<file path="src/rtl/alu_issue_ctrl.sv">
`default_nettype none
// ============================================================================
// Module   : alu_issue_ctrl
// Brief    : Multi-cycle issue controller that feeds the combinational ALU
//            and returns a write-back/branch response per instruction.
// Options  : ALU_ISSUE_OVF_EN enables signed-overflow detection on add/sub/addi.
// Revision : 1.0 - initial release
// ============================================================================
module alu_issue_ctrl (
    input  logic        clk,
    input  logic        reset,
    input  logic        in_valid,
    output logic        in_ready,
    input  logic [31:0] instr,
    input  logic [31:0] rs_data,
    input  logic [31:0] rt_data,
    output logic [31:0] alu_a,
    output logic [31:0] alu_b,
    output logic [2:0]  alu_ctr,
    input  logic [31:0] alu_result,
    input  logic        alu_zero,
    output logic        out_valid,
    input  logic        out_ready,
    output logic [31:0] wb_data,
    output logic [4:0]  wb_reg,
    output logic        wb_en,
    output logic        branch_taken,
    output logic        illegal,
    output logic        ovf
);

    localparam logic [1:0] c_IDLE   = 2'd0;
    localparam logic [1:0] c_DECODE = 2'd1;
    localparam logic [1:0] c_EXEC   = 2'd2;
    localparam logic [1:0] c_RESP   = 2'd3;

    localparam logic [2:0] c_ALU_ADD = 3'b000;
    localparam logic [2:0] c_ALU_SUB = 3'b100;
    localparam logic [2:0] c_ALU_AND = 3'b001;
    localparam logic [2:0] c_ALU_OR  = 3'b010;
    localparam logic [2:0] c_ALU_XOR = 3'b101;
    localparam logic [2:0] c_ALU_LUI = 3'b110;

    logic [1:0]  r_state;
    logic [5:0]  r_op;
    logic [4:0]  r_rt_idx;
    logic [15:0] r_imm;
    logic [31:0] r_rs;
    logic [31:0] r_rt;
    logic        r_is_branch;
    logic        r_is_bne;
    logic        r_wr;

    logic [31:0] r_alu_a;
    logic [31:0] r_alu_b;
    logic [2:0]  r_alu_ctr;
    logic [31:0] r_wb_data;
    logic [4:0]  r_wb_reg;
    logic        r_wb_en;
    logic        r_branch_taken;
    logic        r_illegal;

    logic [5:0]  w_funct;
    logic [4:0]  w_rd;
    logic        w_legal;
    logic [2:0]  w_ctr;
    logic [31:0] w_b;
    logic [4:0]  w_dest;
    logic        w_branch;
    logic        w_bne;
    logic        w_ovf;

    // rs/rt register indices arrive already resolved as rs_data/rt_data
    logic w_unused_ok;
    assign w_unused_ok = &{1'b0, instr[25:21]};

    // rd and funct both live inside the latched immediate field
    assign w_funct = r_imm[5:0];
    assign w_rd    = r_imm[15:11];

    always_comb begin
        w_legal  = 1'b1;
        w_ctr    = c_ALU_ADD;
        w_b      = r_rt;
        w_dest   = r_rt_idx;
        w_branch = 1'b0;
        w_bne    = 1'b0;
        case (r_op)
            6'b000000: begin
                w_dest = w_rd;
                case (w_funct)
                    6'b100000, 6'b100001: w_ctr = c_ALU_ADD;
                    6'b100010, 6'b100011: w_ctr = c_ALU_SUB;
                    6'b100100:            w_ctr = c_ALU_AND;
                    6'b100101:            w_ctr = c_ALU_OR;
                    6'b100110:            w_ctr = c_ALU_XOR;
                    default:              w_legal = 1'b0;
                endcase
            end
            6'b001000, 6'b001001: begin
                w_ctr = c_ALU_ADD;
                w_b   = {{16{r_imm[15]}}, r_imm};
            end
            6'b001100: begin
                w_ctr = c_ALU_AND;
                w_b   = {16'h0, r_imm};
            end
            6'b001101: begin
                w_ctr = c_ALU_OR;
                w_b   = {16'h0, r_imm};
            end
            6'b001110: begin
                w_ctr = c_ALU_XOR;
                w_b   = {16'h0, r_imm};
            end
            6'b001111: begin
                w_ctr = c_ALU_LUI;
                w_b   = {16'h0, r_imm};
            end
            6'b000100, 6'b000101: begin
                // Branches never write back; destination reported as $0
                w_ctr    = c_ALU_SUB;
                w_dest   = 5'd0;
                w_branch = 1'b1;
                w_bne    = r_op[0];
            end
            default: w_legal = 1'b0;
        endcase
        if (!w_legal) begin
            w_ctr  = c_ALU_ADD;
            w_dest = 5'd0;
        end
    end

    always_ff @(posedge clk) begin
        if (reset) begin
            r_state        <= c_IDLE;
            r_op           <= '0;
            r_rt_idx       <= '0;
            r_imm          <= '0;
            r_rs           <= '0;
            r_rt           <= '0;
            r_is_branch    <= 1'b0;
            r_is_bne       <= 1'b0;
            r_wr           <= 1'b0;
            r_alu_a        <= '0;
            r_alu_b        <= '0;
            r_alu_ctr      <= '0;
            r_wb_data      <= '0;
            r_wb_reg       <= '0;
            r_wb_en        <= 1'b0;
            r_branch_taken <= 1'b0;
            r_illegal      <= 1'b0;
        end else begin
            case (r_state)
                c_IDLE: begin
                    if (in_valid) begin
                        r_op     <= instr[31:26];
                        r_rt_idx <= instr[20:16];
                        r_imm    <= instr[15:0];
                        r_rs     <= rs_data;
                        r_rt     <= rt_data;
                        r_state  <= c_DECODE;
                    end
                end
                c_DECODE: begin
                    r_alu_a        <= r_rs;
                    r_alu_b        <= w_b;
                    r_alu_ctr      <= w_ctr;
                    r_wb_reg       <= w_dest;
                    r_illegal      <= ~w_legal;
                    r_wb_en        <= 1'b0;
                    r_branch_taken <= 1'b0;
                    r_is_branch    <= w_branch;
                    r_is_bne       <= w_bne;
                    r_wr           <= w_legal && !w_branch && (w_dest != 5'd0);
                    if (w_legal) begin
                        r_state <= c_EXEC;
                    end else begin
                        r_wb_data <= '0;
                        r_state   <= c_RESP;
                    end
                end
                c_EXEC: begin
                    r_wb_data      <= alu_result;
                    r_branch_taken <= r_is_branch & (alu_zero ^ r_is_bne);
                    r_wb_en        <= r_wr & ~w_ovf;
                    r_state        <= c_RESP;
                end
                c_RESP: begin
                    if (out_ready) begin
                        r_state <= c_IDLE;
                    end
                end
                default: r_state <= c_IDLE;
            endcase
        end
    end

`ifdef ALU_ISSUE_OVF_EN
    logic w_ovf_chk_d;
    logic w_ovf_sub_d;
    logic r_ovf_chk;
    logic r_ovf_sub;
    logic r_ovf;

    // Only the trapping forms (add, sub, addi) are checked
    assign w_ovf_chk_d = w_legal &&
                         (((r_op == 6'b000000) &&
                           ((w_funct == 6'b100000) || (w_funct == 6'b100010))) ||
                          (r_op == 6'b001000));
    assign w_ovf_sub_d = (r_op == 6'b000000) && (w_funct == 6'b100010);

    assign w_ovf = r_ovf_chk &
                   (r_ovf_sub ? ((r_alu_a[31] != r_alu_b[31]) && (alu_result[31] != r_alu_a[31]))
                              : ((r_alu_a[31] == r_alu_b[31]) && (alu_result[31] != r_alu_a[31])));

    always_ff @(posedge clk) begin
        if (reset) begin
            r_ovf_chk <= 1'b0;
            r_ovf_sub <= 1'b0;
            r_ovf     <= 1'b0;
        end else if (r_state == c_DECODE) begin
            r_ovf_chk <= w_ovf_chk_d;
            r_ovf_sub <= w_ovf_sub_d;
            r_ovf     <= 1'b0;
        end else if (r_state == c_EXEC) begin
            r_ovf     <= w_ovf;
        end
    end

    assign ovf = r_ovf;
`else
    assign w_ovf = 1'b0;
    assign ovf   = 1'b0;
`endif

    assign in_ready     = (r_state == c_IDLE);
    assign out_valid    = (r_state == c_RESP);
    assign alu_a        = r_alu_a;
    assign alu_b        = r_alu_b;
    assign alu_ctr      = r_alu_ctr;
    assign wb_data      = r_wb_data;
    assign wb_reg       = r_wb_reg;
    assign wb_en        = r_wb_en;
    assign branch_taken = r_branch_taken;
    assign illegal      = r_illegal;

endmodule
`default_nettype wire

</file>
<file path="config.mk">
export PLATFORM = sky130hd
export DESIGN_NAME = alu_issue_ctrl
export DESIGN_NICKNAME = d
export VERILOG_FILES = /design/src/rtl/alu_issue_ctrl.sv
export SDC_FILE = /design/constraint.sdc
export NUM_CORES = 1
export LEC_CHECK = 0
export CAP_MARGIN = 5
export CORE_MARGIN = 2
export CORE_UTILIZATION = 43
export CTS_BUF_LIST = sky130_fd_sc_hd__clkbuf_8
export DETAILED_ROUTE_END_ITERATION = 8
export GPL_ROUTABILITY_DRIVEN = 1
export PLACE_DENSITY = 0.78
export SLEW_MARGIN = 40
export SYNTH_ARGS = -nofsm -noshare
export SYNTH_HDL_FRONTEND = slang
export SYNTH_SLANG_ARGS = --single-unit
</file>
<file path="constraint.sdc">
create_clock -name clk -period 1.9 [get_ports clk]
set_input_delay 0.285 -clock clk [delete_from_list [all_inputs] [get_ports clk]]
set_output_delay 0.285 -clock clk [all_outputs]
set_load 0.01 [all_outputs]
</file>
======== Yosys cells after proc, flatten, opt, wreduce, memory -nomap -nowiden ========
Cells that the tools add are included.
storage, ports and cells
  register bits ........................... 203
  input port bits ......................... 133
  output and inout bits ................... 110
  logic and storage cells ................. 75
cells by class
  equality and inequality tests ........... 21
  muxes and demuxes ....................... 18
  bitwise logic cells ..................... 3
  reductions and logical operators ........ 16
operator list
  operator                                                          count
  32-bit case mux with 2 select lines                               2
  6-bit == test (second input constant)                             7
  6-bit by 4-bit == test with 1-bit output (second input constant)  6
  32-bit two-way mux                                                1
  3-bit case mux with 6 select lines                                1
  6-bit by 3-bit == test with 1-bit output (second input constant)  2
  3-bit case mux with 4 select lines                                1
  5-bit case mux with 2 select lines                                1
  2-bit case mux with 4 select lines                                1
  8-bit OR reduction                                                1
  7-bit OR reduction                                                1
  6-bit zero test                                                   1
  1-bit case mux with 2 select lines                                3
  2-bit AND reduction                                               3
  2-bit OR reduction                                                3
  5-bit two-way mux                                                 1
  5-bit nonzero test                                                1
  2-bit == test (second input constant)                             2
  1-bit two-way mux                                                 4
  2-bit two-way mux                                                 2
  2-bit inequality test (second input constant)                     2
  4-bit OR reduction                                                1
  3-bit two-way mux                                                 1
  2-bit by 1-bit == test with 1-bit output (second input constant)  1
  other kinds (8)                                                   9

======== Depth between registers and ports, before layout ========
Gate-level depths: netlist of run 1.
  depth in word-level cells ............... 7
  gate-level depth with buffers ........... 8

======== Worst setup path before layout of run 1 ========
OpenSTA, ideal clock, no wires.
  kind .................................... register -> register
  from .................................... register r_state[1]
  to ...................................... register r_wb_data[10] (netlist: wb_data[10])
  arrival ................................. 1,740 ps
  path slack .............................. 43 ps
  stages on the path, launching flop included .. 8
  clock period less this slack ............ 1,857 ps
  cell sequence ........................... dfxtp_1 inv_1 ha_1 inv_1 a2111oi_1 a2111oi_4 buf_6 a22o_1
on the way
  cells in the longest elaborated chain, start to end .. 3
  elaborated cells between the ends (all ways) .. 6
RTL lines
  what                                                                       line  text
  start: declaration                                                         44    logic [1:0] r_state;
  start signal: assignment                                                   137   r_state <= c_IDLE;
  start signal: assignment                                                   163   r_state <= c_DECODE;
  start signal: assignment                                                   181   r_state <= c_RESP;
  2-bit by 1-bit == test with 1-bit output or 2-bit == test (tied branches)  155   case (r_state)
  2-bit inequality test (no line) or 2-bit nonzero test (tied branches)      --
  2-bit AND reduction (no line)                                              --
  end signal: assignment                                                     185   r_wb_data <= alu_result;
  end: declaration                                                           57    logic [31:0] r_wb_data;
Parallel ways exist; a longest one is shown, timed or not.
A chain may end at the register's enable or synchronous reset.

======== Worst setup path after layout of run 1 ========
  from .................................... register r_state[0]
  to ...................................... register r_wb_data[5] (netlist: wb_data[5])
Same word-level chain as after synthesis.

==> out/results.ini, run 1 <==
[status]
outcome = finished, final reports clean

[route]
drt_iter0_drc = 337
wl_per_cell_um = 15.6
ant_nets = 0
route.detailed.drc = 0
vias = 6882
via_per_inst = 5.11
first_pass_iters = 4
wl_mm = 20.9

[timing]
layout_min_cycle_time_ps = 1800
rsz0062_at_grt = no
fmax_ghz = 0.555
setup_viol = 0
fin_skew_ps = 15.5
hold_slack_ps = 87.2
slew_viol_final = 0
hold_viol = 0
period_share = 0.948
tns_ps = 0
setup_ws_ps = 98.2
relSlewSlack = 0.615
tightest_slew_ps = 577

[synth]
seq_area_frac_synth = 0.542
synth_edf_count = 0
synth_adder_area_share = 0.00667
synth_top_family_by_area = simple AND/OR/NAND/NOR gates
synth_area_per_cell_um2 = 8.69
synth_xor_area_frac = 0.00234
yosys.cell_types.count = 47
ys.flop_type = dfxtp_1
synth_compound_area_frac = 0.176
syn-num-nets = 1000
synth_area_um2 = 7500
synth-simple-area-share = 0.184
synth_mux_area_frac = 0.0441
ys_warn_count = 0
syn_inst = 863
ys_seq_elements = 203
async_flop_share = 0

[global_routing]
grt_pass1_vias = 6374
grt_pass1_wl_mm = 32.3
grt_util_all_layers = 0.219
overflow = 0
grt_max_degree = 101
antenna_found_initial = 0

[final_layout]
stdcell_count = 1346
final_nets = 1235
utilization = 0.634
drive_above_1_share = 0.0812
antennaDiodeCount = 0
fillers = 1478
area_delta_synth_final_pct = 45.3
design_area_um2 = 10900

[place]
io_buffers = 236
gp_congestion = 0.857
place_area_um2 = 10200
hpwl_mm = 14.2
dpl.cell_count = 1286
pre_cts_slack_ps = 17.7

[floorplanning]
core_area_um2 = 17200
rows = 48
initial_utilization = 0.437
die_area_um2 = 18500
chipWidth_um = 136
die_h_um = 136
io_pins = 243

[min_path]
min_path_type = primary input to register

[power_and_ir_drop]
power_mw = 14.9
p_leak_nw = 4.07
ir_worst_vdd_mv = 0.787
power.density_nw_per_um2 = 1370

[critical_path]
worstSetupEndpointType = register
critical-path-max-stage-delay_ps = 390
cp_top_family = compound AO/OA/AOI/OAI gates
crit_path_top_delay_cell = dfxtp_1
cp.arrival_ps = 2180
critPathBufInv = 3
path_cells = ha_4 > inv_1 > a2111oi_2 > buf_4 > a2111oi_4 > buf_12 > a22o_1
worst_ep_required_time_ps = 2280
critPathMaxFanout = 28
cp-start-kind = register
path_class = register to register

[clocking]
numCtsBuffers = 35
root_buffer = clkbuf_8
clk_path_buf_depth = 3
htree_levels = 2
cts_tree = yes
postCtsSetupBuffers = 0
clock_latency_ps = 510
clkTransAtPathRegs_ps = 60
cts_hold_buf = 0
clock-sinks = 203

[job]
maxCapViolCount = 0

==> worst reg2reg max path, cell delays in order, from the launching register on <==
cell	delay, ps
dfxtp_1	390
ha_4	170
inv_1	60
a2111oi_2	360
buf_4	180
a2111oi_4	50
buf_12	200
a22o_1	260
==> cells in the mapped netlist (2+ instances only) <==
library cell / number / area [um2]
buf_1: 10 / 37.5
a21oi_1: 102 / 510
nor2_1: 77 / 289
a22o_1: 28 / 245
dfxtp_1: 203 / 4060
buf_4: 5 / 37.5
ha_1: 4 / 50.1
a22oi_1: 2 / 15.0
clkbuf_1: 49 / 184
o32a_1: 4 / 40.0
a21boi_0: 4 / 30.0
buf_6: 4 / 45.0
nand2_1: 242 / 908
mux2i_1: 33 / 330
nand2b_1: 2 / 12.5
a221oi_1: 7 / 61.3
nand4_1: 3 / 18.8
nor3_1: 6 / 30.0
or4_1: 2 / 15.0
a211oi_1: 17 / 128
o21ai_0: 2 / 10.0
a311oi_1: 18 / 158
inv_1: 7 / 26.3
o211ai_1: 4 / 30.0
nand3_1: 6 / 30.0
==> where the power goes <==
part	total (mW)	switching (mW)	internal, mW
clock	3.68	1.65	2.03
sequential	5.77	0.562	5.21
combinational	5.47	2.84	2.63
==> placed cells by master, fill, tap and decap left out, drive strengths merged, types with 2 or more instances in the layout <==
cell type	synthesis	layout
a211oi	17	17
clkinv	0	4
dfxtp	203	203
or4	2	2
a22oi	2	2
o32a	4	4
ha	4	4
a2111oi	2	2
o21ai	3	3
buf	20	32
nand2b	2	2
nor3	6	6
nand3	6	6
clkbuf	49	44
clkdlybuf4s50	0	233
inv	7	20
a221oi	7	7
nand2	242	242
nand4	3	3
nor2	77	77
o211ai	4	4
a311oi	18	18
a21boi	5	5
mux2i	33	33
a21oi	102	102
a22o	28	28
==> final timing paths <==
check / from / end / slack, ps / depth (start not counted)
setup / recovery: r_state[0] / wb_data[5] / 100 / 7
hold / removal: reset / alu_a[30] / 90 / 2
setup reg to reg: r_state[0] / wb_data[5] / 100 / 7
hold reg to reg: r_rt[18] / r_rt[18] / 450 / 2
==> final cells by class <==
class / instances / area (um2) / area share
Sequential cell: 203 / 4070 / 0.373
Multi-Input combinational cell: 584 / 3140 / 0.289
Timing Repair Buffer: 267 / 2720 / 0.249
Clock buffer: 43 / 592 / 0.0543
Tap cell: 225 / 282 / 0.0258
Clock inverter: 17 / 68.8 / 0.00632
Inverter: 7 / 26.3 / 0.00241
==> timing repair <==
action | CTS | global route
endpoints found under the setup margin | 12 | 31
resized for setup | 4 | 5
hold endpoints to repair | 0 | 0
==> metal layers <==
layer	share of wire	up-vias	track usage
li1	-	3404	-
met1	0.41	3216	0.260
met2	0.47	236	0.364
met3	0.099	26	0.0809
met4	0.018	0	0.0764
met5	0	-	0
==> cells by family after synthesis <==
logic type                 Yosys count
and+or+nand+nor                    347
other                                1
AOI/OAI and AO/OA                  197
buffers and inverters               76
adders and majority gates            4
muxes                               33
DFF                                203
xor gates and xnor gates             2
(Power assumes the default switching activity.)
==> run 2: changes to the inputs <==
CAP_MARGIN = unset   (was 5)
==> results of run 2 <==
Final layout, timing and power as in run 1 (identical DEF).
